## src/rtl/dmem_responder.sv

```systemverilog
// dmem_responder: slave end of the CPU data-memory port.
// Single-port DEPTH x DW word array with a registered read path, a one-pass
// clear sweep after reset, and a side preload port with a valid/ready handshake.
// The CPU port always has priority over the preload port; preloads are only
// offered (ld_ready) while the CPU is idle.
//
// state    | meaning
// ---------+----------------------------------------------------------
// ST_CLEAR | sweeping zeros through the array, one word per edge
// ST_RUN   | normal operation, CPU accesses and preloads honoured
module dmem_responder #(
    parameter int DEPTH          = 128,
    parameter int AW             = 7,
    parameter int DW             = 32,
    parameter int CLEAR_ON_RESET = 1
) (
    input  logic          clk,
    input  logic          rst,
    input  logic          CEN,
    input  logic          WEN,
    input  logic          OEN,
    input  logic [AW-1:0] A,
    input  logic [DW-1:0] D,
    output logic [DW-1:0] Q,
    output logic          ready,
    input  logic          ld_valid,
    input  logic [AW-1:0] ld_addr,
    input  logic [DW-1:0] ld_data,
    output logic          ld_ready
);

    localparam int CW = $clog2(DEPTH) + 1;
    localparam logic [AW:0] DEPTH_W = (AW + 1)'(DEPTH);
    localparam logic [CW-1:0] CLR_LAST = CW'(DEPTH - 1);

    typedef enum logic {
        ST_CLEAR = 1'b0,
        ST_RUN   = 1'b1
    } state_t;

    localparam state_t RST_STATE = (CLEAR_ON_RESET != 0) ? ST_CLEAR : ST_RUN;

    logic [DW-1:0] r_mem [DEPTH];
    state_t        r_state;
    logic [CW-1:0] r_clr_cnt;
    logic          r_ready;
    logic [DW-1:0] r_q;

    logic          w_cpu_en;
    logic          w_cpu_wr;
    logic          w_cpu_rd;
    logic          w_a_ok;
    logic          w_ld_ok;
    logic          w_ld_rdy;
    logic          w_ld_fire;
    logic          w_we;
    logic [AW-1:0] w_waddr;
    logic [DW-1:0] w_wdata;

    // r_ready is the registered "accesses honoured" flag. It is only set while
    // in ST_RUN, so gating on it also keeps every access out of the clear
    // sweep and out of the first cycle after reset.
    assign w_cpu_en  = r_ready & ~CEN;
    assign w_cpu_wr  = w_cpu_en & ~WEN;
    assign w_cpu_rd  = w_cpu_en & WEN;
    assign w_a_ok    = ({1'b0, A} < DEPTH_W);
    assign w_ld_ok   = ({1'b0, ld_addr} < DEPTH_W);
    assign w_ld_rdy  = r_ready & CEN;
    assign w_ld_fire = ld_valid & w_ld_rdy;

    assign ready    = r_ready;
    assign ld_ready = w_ld_rdy;
    assign Q        = OEN ? '0 : r_q;

    // Pick the single array write for this edge: clear sweep, CPU, or preload.
    always_comb begin
        w_we    = 1'b0;
        w_waddr = '0;
        w_wdata = '0;
        if (!rst) begin
            if (r_state == ST_CLEAR) begin
                w_we    = 1'b1;
                w_waddr = AW'(r_clr_cnt);
                w_wdata = '0;
            end else if (w_cpu_wr) begin
                w_we    = w_a_ok;
                w_waddr = A;
                w_wdata = D;
            end else if (w_ld_fire) begin
                w_we    = w_ld_ok;
                w_waddr = ld_addr;
                w_wdata = ld_data;
            end
        end
    end

    // Array write port; the array itself has no reset.
    always_ff @(posedge clk) begin
        if (w_we) begin
            r_mem[w_waddr] <= w_wdata;
        end
    end

    // Registered read data; out-of-range reads return zero, q holds otherwise.
    always_ff @(posedge clk) begin
        if (rst) begin
            r_q <= '0;
        end else if (w_cpu_rd) begin
            r_q <= w_a_ok ? r_mem[A] : '0;
        end
    end

    // Clear/run sequencing with a registered ready flag.
    always_ff @(posedge clk) begin
        if (rst) begin
            r_state   <= RST_STATE;
            r_clr_cnt <= '0;
            r_ready   <= 1'b0;
        end else begin
            case (r_state)
                ST_CLEAR: begin
                    if (r_clr_cnt == CLR_LAST) begin
                        r_state <= ST_RUN;
                        r_ready <= 1'b1;
                    end else begin
                        r_clr_cnt <= r_clr_cnt + 1'b1;
                    end
                end
                ST_RUN: begin
                    r_ready <= 1'b1;
                end
                default: begin
                    r_state <= RST_STATE;
                end
            endcase
        end
    end

endmodule

```

## config.mk

```make
export PLATFORM = sky130hd
export DESIGN_NAME = dmem_responder
export DESIGN_NICKNAME = d
export VERILOG_FILES = /design/src/rtl/dmem_responder.sv
export SDC_FILE = /design/constraint.sdc
export NUM_CORES = 2
export LEC_CHECK = 0
export ABC_AREA = 1
export BUFFER_PORTS_ARGS = -buffer_cell sky130_fd_sc_hd__buf_4
export CORE_ASPECT_RATIO = 1.25
export CORE_UTILIZATION = 45
export DETAILED_ROUTE_END_ITERATION = 12
export PLACE_DENSITY = 0.62
export SKIP_CTS_REPAIR_TIMING = 1
export SLEW_MARGIN = 40
export SYNTH_ARGS = -nofsm -noshare
export SYNTH_HDL_FRONTEND = slang
export SYNTH_SLANG_ARGS = --single-unit
export TNS_END_PERCENT = 50
```

## constraint.sdc

```tcl
create_clock -name clk -period 7 [get_ports clk]
set_input_delay 0.35 -clock clk [delete_from_list [all_inputs] [get_ports clk]]
set_output_delay 0.35 -clock clk [all_outputs]
set_load 0.02 [all_outputs]
```

== After elaboration in Yosys (flattened, before gate mapping) ==
Memory sizes are Yosys's and may differ from the RTL's. A register that Yosys moved wholly into a read port is not among the register bits.
Index checks and enable logic that the tools add are counted.

* Flip-flop bits (word level): 10
* Memory bits (writable): 4096
* Input port bits: 84
* Word-level logic and storage cells: 36
* Memories kept: 1

{| class="wikitable"
|+ Memory list
! name !! words !! bits a word !! rd ports !! clocked after Yosys merged registers in !! write ports !! RTL line !! source
|-
| r_mem || 128 || 32 || 1 || 1 || 1 || 43 || <nowiki>logic [DW-1:0] r_mem [DEPTH];</nowiki>
|}

* $add $sub $neg: 1
* Equal/unequal tests: 2
* Muxes and demuxes: 19
* Bitwise logic cells: 9
* Reductions and logical operators: 1

{| class="wikitable"
|+ Operator list
! cell !! count
|-
| 2-to-1 mux 32 bit || 5
|-
| 2-to-1 mux 7 bit || 4
|-
| 2-to-1 mux 1 bit || 9
|-
| adder 8 x 1 -> 8 bit, second input constant || 1
|-
| == test 8 x 7 -> 1 bit, second input constant || 1
|-
| AND 1 bit || 5
|-
| inverter 1 bit || 4
|-
| inequality test 2 x 1 -> 1 bit, second input constant || 1
|-
| one-hot mux 1 bit (2 select lines) || 1
|-
| AND reduction 2 bit || 1
|}

== Longest topological paths before layout ==
* Word-level depth: 8
* Depth in mapped cells: 15
* Depth with buffers taken out: 13

== Least setup slack after synthesis ==
No wires, ideal clock.

* Kind: flip-flop to flip-flop
* Start: reg r_ready, in the netlist ready
* End: mem r_mem[0][31], data pin
* Setup time: 1.152 ns
* Arrival time: 5.884 ns
* Setup slack: -0.037 ns
* Stages on the path, launching flop included: 8
* Period minus slack after synthesis: 7.037 ns
* Cells stage by stage: dfxtp_1 nand2_1 inv_2 nand2_1 inv_2 buf_2 a22oi_1 nor3_1

* Cells in the longest elaborated chain, start to end: 6
* Elaborated cells between the ends (all ways): 8

{| class="wikitable"
|+ RTL lines
! element !! RTL line !! source
|-
| start: declaration || 46 || <nowiki>logic r_ready;</nowiki>
|-
| start signal: assignment || 118 || <nowiki>r_ready <= 1'b0;</nowiki>
|-
| start signal: assignment || 124 || <nowiki>r_ready <= 1'b1;</nowiki>
|-
| start signal: assignment || 130 || <nowiki>r_ready <= 1'b1;</nowiki>
|-
| AND 1 bit || 68 || <nowiki>assign w_ld_rdy = r_ready & CEN;</nowiki>
|-
| named net ld_ready || 29 || <nowiki>output logic ld_ready</nowiki>
|-
| AND 1 bit || 69 || <nowiki>assign w_ld_fire = ld_valid & w_ld_rdy;</nowiki>
|-
| 2-to-1 mux 32 bit || 89 || <nowiki>end else if (w_ld_fire) begin</nowiki>
|-
| 2-to-1 mux 32 bit || 85 || <nowiki>end else if (w_cpu_wr) begin</nowiki>
|-
| 2-to-1 mux 32 bit || 81 || <nowiki>if (r_state == ST_CLEAR) begin</nowiki>
|-
| 2-to-1 mux 32 bit || 80 || <nowiki>if (!rst) begin</nowiki>
|-
| named net w_wdata[31] || 58 || <nowiki>logic [DW-1:0] w_wdata;</nowiki>
|-
| end: declaration || 43 ||
|}

The timed path passes the listed nets, and every way through them passes these cells.

== Final worst setup path ==
* Start: reg r_ready, in the netlist ready
* End: mem r_mem[76][5] (enable)

* Cells in the longest elaborated chain, start to end: 8
* Elaborated cells between the ends (all ways): 14

{| class="wikitable"
|+ RTL lines
! element !! RTL line !! source
|-
| AND 1 bit || 68 ||
|-
| AND 1 bit || 69 ||
|-
| 2-to-1 mux 1 bit || 89 ||
|-
| 2-to-1 mux 1 bit || 85 ||
|-
| 2-to-1 mux 1 bit || 81 ||
|-
| 2-to-1 mux 1 bit || 80 ||
|-
| 2-to-1 mux 1 bit || 99 || <nowiki>if (w_we) begin</nowiki>
|-
| 2-to-1 mux 1 bit (not written as such) || 100 || <nowiki>r_mem[w_waddr] <= w_wdata;</nowiki>
|}

Parallel ways exist; a longest one is shown, timed or not.

==> metrics.csv <==
stage;metric;value;unit
run_status;outcome;finished clean;
setup_path;CP endpoint;r_mem[76][5];
sta;relative slew slack;35.69;%
layout;layout cells sized above 1;8.980;%
worst_hold_path;Hold Crit Start;ld_data[4];
power_and_ir_drop;total leakage power;64.36;nW
sta;crit path time final;4.594;ns
setup_path;Setup Crit Path Kind;flop to flop;
clock_tree;later-pin clock latency in the skew report;0.95;ns
global_routing;largest net degree at the start of global routing;180;
setup_path;Worst Setup SP;ready;
synthesis;synth unique cells;33;
setup_path;r2r endpoint;r_mem[76][5];
die;CORE AREA;365800;µm²
die;initial core utilization;45.30;%
clock_tree;Max clock buf depth;4;
flow_run;max cap viols;0;
power_and_ir_drop;Comb power frac;5.4;%
power_and_ir_drop;sw frac;21.94;%
synthesis;yosys warns;0;
die;row count;248;
clock_tree;Root Buffer;clkbuf_16;
global_routing;vias in the first global route;101300;
clock_tree;TritonCTS Buffers;387;
synthesis;Avg Cell Area, Syn;12.07;µm²
clock_tree;CTS tree;done;
place;HPWL Detailed;271.9;mm
clock_tree;# H-tree levels;5;
die;die height;680.5;µm
global_routing;first-pass GRT wire length;690.3;mm
synthesis;async set-reset flop share out of synthesis;0;%
power_and_ir_drop;cell internal pwr;39.59;mW
routing;Antenna Nets Post-Route;0;
clock_tree;clock sink total;4138;
routing;first-pass detailed-route iteration total;6;
place;Port Buffers;117;
routing;DRT met1 WL;193.4;mm
synthesis;Synth Flop Type;edfxtp_1;
worst_hold_path;Hold Crit Class;primary input to flop;
synthesis;Synthesized Nets;13810;
synthesis;flops & latches, synth;4138;
layout;final-stage net count;13770;
sta;maximum clock rate;217.7;MHz
power_and_ir_drop;Power Dens Cells;269.2;nW/µm²
power_and_ir_drop;register share of total power;52.9;%
setup_path;Startpoint Class;flop;
die;I/O pins;118;
routing;via count;108700;
place;routability congestion estimate;0.8853;
routing;DRC errors left;0;
routing;routed wire length on met3;43.86;mm
setup_path;CP Data Required Time;7.61;ns
synthesis;post-synthesis sequential area ratio;74.73;%
routing;wire length on met2;222.0;mm
setup_path;r2r startpoint;ready;
routing;Detailed Route Iter0 Violations;13560;
routing;Vias/cell;5.758;
setup_path;Worst EP arrival;5.21;ns
synthesis;Post-synth EDFFs;4096;
sta;Final Hold Vio Count;0;
setup_path;Worst setup EP type;flop;
clock_tree;Reg clk slew, reported paths;0.07;ns
power_and_ir_drop;Psw;11.13;mW
sta;Post-Route Skew;0.07212;ns
sta;Worst-Margin Slew;0.9646;ns
global_routing;total grt overflow;0;
sta;final setup TNS;0;ns
routing;DR top layer;met5;
setup_path;Max Fanout on Critical Path;39;
routing;routed wire length;478.8;mm
global_routing;Overall Global Routing Usage;25.34;%
power_and_ir_drop;Clock power frac;41.7;%
sta;Pins Over Slew Limit;0;
synthesis;Gate Count Post-Synth;13730;
synthesis;synthesized area;165700;µm²
sta;RSZ-0062 raised after global routing;false;
sta;# setup viols final;0;
power_and_ir_drop;Max VDD drop;229.5;µV
die;chip width;544.8;µm
layout;final core utilization;51.50;%
global_routing;initial antenna violation count;18;
die;total die area;370700;µm²
sta;Final Cycle Share;65.62;%
setup_path;R2R depth;14;
layout;Layout area overhead;13.69;%
setup_path;Reg2Reg Setup Slack;2.41;ns
routing;routed len/inst;25.35;µm
==> area by class of cell <==
class | instances | area (µm²)
tap | 4875 | 6100
antenna | 11 | 27.53
timing repair buffer | 500 | 6649
clock inverter | 227 | 2170
clock buffer | 476 | 10400
sequential | 4138 | 123800
inverter | 97 | 406.6
fill | 30560 | 177400
multi-input combinational | 8560 | 38800
==> worst max-delay path: stages, from the launching register on <==
cell     delay (ns)
dfxtp_1        0.37
nand2_1        0.09
inv_2          0.06
nand2_1        0.19
inv_2          0.61
nand2_1        0.13
nand2_1        0.10
a21oi_1        0.06
nor3_2         0.18
inv_2          0.09
nor2_1         0.24
nand2_2        0.52
buf_4          0.51
nor2_4         0.70
buf_4          0.37
==> placed cells by master (no fill, tap or decap), types with 38 or more instances in the layout <==
cell,Yosys,final
dfxtp_1,42,42
inv_1,85,80
nand2_1,4171,4162
bufinv_16,0,41
nor2_1,210,47
edfxtp_1,4096,4096
nor2_4,0,159
a21oi_1,38,38
buf_12,0,56
clkinv_1,1,85
nand3_1,4069,4068
clkinv_2,0,72
buf_4,3,268
clkbuf_1,417,69
buf_8,0,76
buf_16,0,77
clkbuf_16,0,403
==> cell usage after synthesis (2+ instances only) <==
| cell type | count | area share, % |
|---|---|---|
| a211oi_1 | 2 | 0.0091 |
| a21oi_1 | 38 | 0.11 |
| a22oi_1 | 32 | 0.14 |
| a31oi_2 | 2 | 0.015 |
| buf_1 | 155 | 0.35 |
| buf_2 | 358 | 1.1 |
| buf_4 | 3 | 0.014 |
| clkbuf_1 | 417 | 0.94 |
| dfxtp_1 | 42 | 0.51 |
| edfxtp_1 | 4096 | 74 |
| inv_1 | 85 | 0.19 |
| inv_2 | 11 | 0.025 |
| nand2_1 | 4171 | 9.4 |
| nand2_2 | 7 | 0.026 |
| nand3_1 | 4069 | 12 |
| nor2_1 | 210 | 0.48 |
| nor2_2 | 3 | 0.011 |
| nor3_1 | 4 | 0.012 |
| nor3_2 | 4 | 0.024 |
| o211ai_2 | 2 | 0.015 |
| o21ai_0 | 5 | 0.015 |
==> how the worst min path moves through the flow <==
| stage | end | slack, ns | cells after the start |
|---|---|---|---|
| floorplan | r_clr_cnt[7] | 0.44 | 2 |
| global placement | r_clr_cnt[7] | 0.44 | 2 |
| detailed placement | r_clr_cnt[7] | 0.45 | 2 |
| CTS | ready | -0.12 | 2 |
| global route | r_mem[15][4] | 0.02 | 3 |
| finish | r_mem[15][4] | 0.02 | 3 |
==> logic make-up (layout without fill, tap and decap cells) <==
| logic type | after synthesis | after routing | share of synthesized area [%] |
|---|---|---|---|
| adders and majority gates | 1 | 1 | 0.007549 |
| other | 0 | 11 | 0 |
| xor gates and xnor gates | 1 | 1 | 0.005286 |
| buffers and inverters | 1030 | 1300 | 2.610 |
| DFF | 4138 | 4138 | 74.73 |
| AOI/OAI and AO/OA | 85 | 85 | 0.3315 |
| and+or+nand+nor | 8473 | 8473 | 22.31 |
==> state kept, by name (all words and copies together) (netlist names) <==
register and cells:
r_clr_cnt 8, r_mem 4096, r_q 32, r_state 1, ready 1
==> metrics by stage <==
stage	instances	setup slack (ns)	hold slack [ns]	total power, mW	instance area (µm²)
final	18880	2.406	0.02406	50.72	188400
after global placement	18010	2.152	0.4449	30.03	172300
after CTS	18860	2.292	-0.1168	50.85	187900
after detailed placement	18150	2.244	0.4469	30.06	175400
after floorplan	13730	1.860	0.4363	29.03	165700
after global routing	18870	2.107	0.02403	52.01	188400
==> layer usage <==
metal	vias up	track usage [%]
met5	-	0
met4	10	9.731
met3	797	4.029
met2	5213	39.59
met1	53750	35.66
li1	48970	-
==> power groups by stage <==
stage / logic (mW) / clock network, mW / registers, mW
3_5_place_dp: 2.67 / 0 / 27.4
2_1_floorplan: 1.65 / 0 / 27.4
3_3_place_gp: 2.65 / 0 / 27.4
4_1_cts: 2.68 / 21.3 / 26.8
5_1_grt: 2.93 / 22.2 / 26.8
6_report: 2.72 / 21.1 / 26.8
Note: power is estimated with default switching activity, not from simulation.
